<file path="src/rtl/reg_read_stage.sv">
// Register-read stage: 2-read/1-write register file feeding one registered ALU operand/control slot.
// Optional `REGFILE_BYPASS_EN: a same-cycle write to a read address is returned on that read.
module reg_read_stage #(
  parameter int DATA_W = 32,
  parameter int ADDR_W = 5
) (
  input  logic              clk,
  input  logic              rst_n,
  input  logic              in_valid,
  input  logic [ADDR_W-1:0] rs_addr,
  input  logic [ADDR_W-1:0] rt_addr,
  input  logic [3:0]        alu_ctrl_in,
  input  logic [2:0]        bonus_ctrl_in,
  input  logic              stall,
  input  logic              we,
  input  logic [ADDR_W-1:0] wa,
  input  logic [DATA_W-1:0] wd,
  output logic              out_valid,
  output logic [DATA_W-1:0] src1,
  output logic [DATA_W-1:0] src2,
  output logic [3:0]        ALU_control,
  output logic [2:0]        bonus_control
);

  localparam int NREG  = 1 << ADDR_W;
  localparam int NRD   = 2;

  logic [DATA_W-1:0] regs_q [NREG];

  // Register 0 is never written, so it stays at its reset value of zero.
  always_ff @(posedge clk or negedge rst_n) begin
    if (!rst_n) begin
      for (int i = 0; i < NREG; i++) regs_q[i] <= '0;
    end else if (we && (wa != '0)) begin
      regs_q[wa] <= wd;
    end
  end

  logic [NRD-1:0][ADDR_W-1:0] raddr;
  logic [NRD-1:0][DATA_W-1:0] rdata;

  assign raddr[0] = rs_addr;
  assign raddr[1] = rt_addr;

  for (genvar p = 0; p < NRD; p++) begin : g_rd
    always_comb begin
      rdata[p] = regs_q[raddr[p]];
      if (raddr[p] == '0) begin
        rdata[p] = '0;
`ifdef REGFILE_BYPASS_EN
      end else if (we && (wa == raddr[p])) begin
        rdata[p] = wd;
`endif
      end
    end
  end

  logic              vld_q, vld_d;
  logic [DATA_W-1:0] src1_q, src1_d, src2_q, src2_d;
  logic [3:0]        alu_q, alu_d;
  logic [2:0]        bonus_q, bonus_d;

  // A stall freezes everything and drops the request; idle cycles only clear valid.
  always_comb begin
    vld_d   = vld_q;
    src1_d  = src1_q;
    src2_d  = src2_q;
    alu_d   = alu_q;
    bonus_d = bonus_q;
    if (!stall) begin
      vld_d = in_valid;
      if (in_valid) begin
        src1_d  = rdata[0];
        src2_d  = rdata[1];
        alu_d   = alu_ctrl_in;
        bonus_d = bonus_ctrl_in;
      end
    end
  end

  always_ff @(posedge clk or negedge rst_n) begin
    if (!rst_n) begin
      vld_q   <= 1'b0;
      src1_q  <= '0;
      src2_q  <= '0;
      alu_q   <= '0;
      bonus_q <= '0;
    end else begin
      vld_q   <= vld_d;
      src1_q  <= src1_d;
      src2_q  <= src2_d;
      alu_q   <= alu_d;
      bonus_q <= bonus_d;
    end
  end

  assign out_valid     = vld_q;
  assign src1          = src1_q;
  assign src2          = src2_q;
  assign ALU_control   = alu_q;
  assign bonus_control = bonus_q;

endmodule

</file>
<file path="config.mk">
export PLATFORM = sky130hd
export DESIGN_NAME = reg_read_stage
export DESIGN_NICKNAME = d
export VERILOG_FILES = /design/src/rtl/reg_read_stage.sv
export SDC_FILE = /design/constraint.sdc
export NUM_CORES = 2
export LEC_CHECK = 0
export CORE_MARGIN = 4
export CORE_UTILIZATION = 60
export CTS_BUF_LIST = sky130_fd_sc_hd__clkbuf_2 sky130_fd_sc_hd__clkbuf_4 sky130_fd_sc_hd__clkbuf_8
export CTS_CLUSTER_DIAMETER = 60
export CTS_CLUSTER_SIZE = 14
export DETAILED_ROUTE_END_ITERATION = 12
export GPL_ROUTABILITY_DRIVEN = 0
export GPL_TIMING_DRIVEN = 0
export PLACE_DENSITY = 0.78
export SYNTH_ARGS = -nofsm -noshare
export SYNTH_HDL_FRONTEND = slang
export SYNTH_SLANG_ARGS = --single-unit
</file>
<file path="constraint.sdc">
create_clock -name clk -period 1.7 [get_ports clk]
set_input_delay 0.34 -clock clk [delete_from_list [all_inputs] [get_ports clk]]
set_output_delay 0.34 -clock clk [all_outputs]
set_load 0.01 [all_outputs]
</file>
==> flow_metrics.env <==
export IMPL_status="complete, but fails checks"
export IMPL_violations="hold timing, setup timing"
export IMPL_max_stage_delay_ns=0.42
export IMPL_gr_usage_all_layers_pct=37.9
export IMPL_r2r_end="src2[31]$_DFFE_PN0P_"
export IMPL_dpl_instance_area_um2=60900
export IMPL_yosys_top_cells_area="dfrtp_1, mux2_2, mux4_2"
export IMPL_ant_nets=0
export IMPL_start_kind="input pin"
export IMPL_core_region_area_um2=95200
export IMPL_finalInstanceArea_um2=64100
export IMPL_hold_violations=119
export IMPL_place_hpwl_um=133000
export IMPL_finalCriticalPeriod_ns=1.89
export IMPL_reg2reg_slack_ns=-0.03
export IMPL_post_route_drc_count=0
export IMPL_cp_required_ns=2.46
export IMPL_die_area_um2=101000
export IMPL_floorplan_initialDensity_pct=60.7
export IMPL_overflow=0
export IMPL_syn_inst=4057
export IMPL_power_density_nw_per_um2=1060
export IMPL_antenna_found_initial=8
export IMPL_port_buffers=123
export IMPL_clk_pin_slew_worst_paths_ns=0.09
export IMPL_ios=131
export IMPL_insertion_delay_ns=0.83
export IMPL_grt_first_pass_wirelength_um=278000
export IMPL_grt_start_max_net_pins=185
export IMPL_drt_wl_total_um=195000
export IMPL_root_buffer="clkbuf_8"
export IMPL_crit_path_cell_trace="buf_4 > buf_4 > buf_4 > nor2_1 > nand3_1 > clkbuf_4 > o22ai_1 > a211oi_1 > a22o_1"
export IMPL_cts_tree="built"
export IMPL_synth_top_area_cell="dfrtp_1"
export IMPL_yosys_area_top_type_share_pct=47.5
export IMPL_power_leakage_nw=28.5
export IMPL_critical_path_arrival_ns=2.65
export IMPL_drive_gt1_share_pct=52.6
export IMPL_synth_seq_cells=1096
export IMPL_routedWlPerCell_um=34.3
export IMPL_h_tree_depth=3
export IMPL_seq_area_frac_synth_pct=47.5
export IMPL_worstMarginPinSlew_ns=1.00
export IMPL_fin_worst_skew_ns=0.0226
export IMPL_first_pass_iters=7
export IMPL_synth_cell_types=40
export IMPL_routed_via_density=7.12
export IMPL_final_cell_mix="mux2_2, dfrtp_1, mux4_2"
export IMPL_hp_class="input pin to async pin"
export IMPL_fin_tns_setup_ns=-17.75
export IMPL_first_global_vias=40900
export IMPL_cts_hold_buf=1
export IMPL_die_y_um=318
export IMPL_cpMostUsedCell="buf_4"
export IMPL_crit_type="input pin to flip-flop"
export IMPL_ff2ff_path_depth=5
export IMPL_area_growth_pct=11.0
export IMPL_clkSinkCount=1096
export IMPL_power_mw=68.0
export IMPL_crit_path_max_fanout=10
export IMPL_initialDrtViolationCount=4839
export IMPL_via_count=40500
export IMPL_cp_startpoint="rt_addr[2]"
export IMPL_die_x_um=318
export IMPL_postLayoutSetupSlackWorst_ns=-0.194
export IMPL_final_util_pct=67.4
export IMPL_fin_crit_sh_pct=111
export IMPL_setup_violations=337
export IMPL_synth_area_um2=57700
export IMPL_r2r_start="regs_q[447]$_DFFE_PN0P_"
export IMPL_cts_buffers=102
export IMPL_clk_path_buf_depth=3
export IMPL_avgSynthCellArea_um2=14.2
export IMPL_ir_drop_uv=848
export IMPL_maxCapViolCount=0
export IMPL_slew_viol_final=0
export IMPL_crit_path_end_kind="flip-flop"
export IMPL_fmax_mhz=528
export IMPL_slew_headroom_pct=33.0
export IMPL_whs_ns=-0.512
export IMPL_synth_warnings=0
export IMPL_rows=113
export IMPL_syn_nets=4116
export IMPL_cp_slowest_cell="a211oi_1"
export IMPL_final_common_cell="mux2_2"
export IMPL_rsz0062_at_grt="yes"
export IMPL_fin_nets=4412
critical path: cells and delay by family:
kind / cells / cell delay [ns]
buffers and inverters: 4 / 1.20
AND/OR/NAND/NOR: 2 / 0.27
AO/OA/AOI/OAI: 3 / 0.82
per-layer routing:
metal	up-vias	share of wire (%)	global-route usage, %	wire [µm]
met3	821	11	11.4	20800
met5	-	0.086	1.28	168
met2	2578	44	55.8	85500
met4	4	8.6	25.8	16700
li1	15900	-	-	-
met1	21100	37	48.5	71800
worst max-delay path by stage:
| stage | to | cells past startpoint |
|---|---|---|
| final | src2[31]$_DFFE_PN0P_ | 9 |
| after global routing | regs_q[878]$_DFFE_PN0P_ | 5 |
| after CTS | src1[28] | 1 |
| after detailed placement | src2[20]$_DFFE_PN0P_ | 7 |
| after global placement | regs_q[903]$_DFFE_PN0P_ | 1 |
| after floorplan | src2[4]$_DFFE_PN0P_ | 9 |
layout make-up:
cell class              instances  area (µm²)
diodes                          8        20.0
plain buffers                 442        2970
clock buffers                 127        1680
clock inverters                35         485
fillers                      6744       31100
multi-input cells            2518       28300
flip-flops and latches       1096       27400
well taps                    1265        1580
repair buffers                193        1670
cells by family (layout without fill, tap and decap cells):
kind of cell | Yosys count | count (layout) | synth area share [%]
flip-flops | 1096 | 1096 | 47.5
multiplexers | 1758 | 1758 | 40.4
AO/OA/AOI/OAI | 320 | 320 | 3.92
AND/OR/NAND/NOR | 440 | 440 | 3.95
buffers and inverters | 443 | 797 | 4.21
other | 0 | 8 | 0
cell usage after synthesis (all sizes together):
master	n
clkbuf	198
buf	245
dfrtp	1096
a22o	60
nand2	110
nand3b	8
o211a	2
a211oi	60
o41ai	2
and3b	1
nor4	62
nand4b	2
o21ai	4
mux2i	76
mux4	320
nand2b	63
nor2	83
mux2	1362
o211ai	2
or3	4
or2	5
or3b	2
nor2b	5
nor3b	8
and3	61
o22ai	186
nor3	6
a32o	2
a2111oi	2
nand4	8
nand3	12
flip-flops by register name (all words and copies together) (netlist names):
register,cells
regs_q,1024
src1,32
src2,32
ALU_control,4
bonus_control,3
out_valid,1
repair_timing:
item,CTS,global route
pin swaps,2,6
resized for setup,640,66
hold endpoints to repair,120,119
setup buffers,39,22
gates cloned,0,2
setup endpoints to repair,982,748
metrics by stage:
| stage | setup WS (ns) | cells |
|---|---|---|
| detailed placement | -1.71 | 5451 |
| floorplan | -0.136 | 4057 |
| global placement | -49.24 | 5445 |
| finish | -0.194 | 5684 |
| global route | -0.140 | 5681 |
| CTS | -0.0926 | 5652 |
power by group:
group          leakage, nW  total, mW  switching, mW  internal, mW
Combinational         13.3       15.7           6.43          9.24
Sequential            14.0       34.5           3.62          30.9
Clock                 1.09       17.8           9.85          7.94
Power figures use the tool's default switching activity.
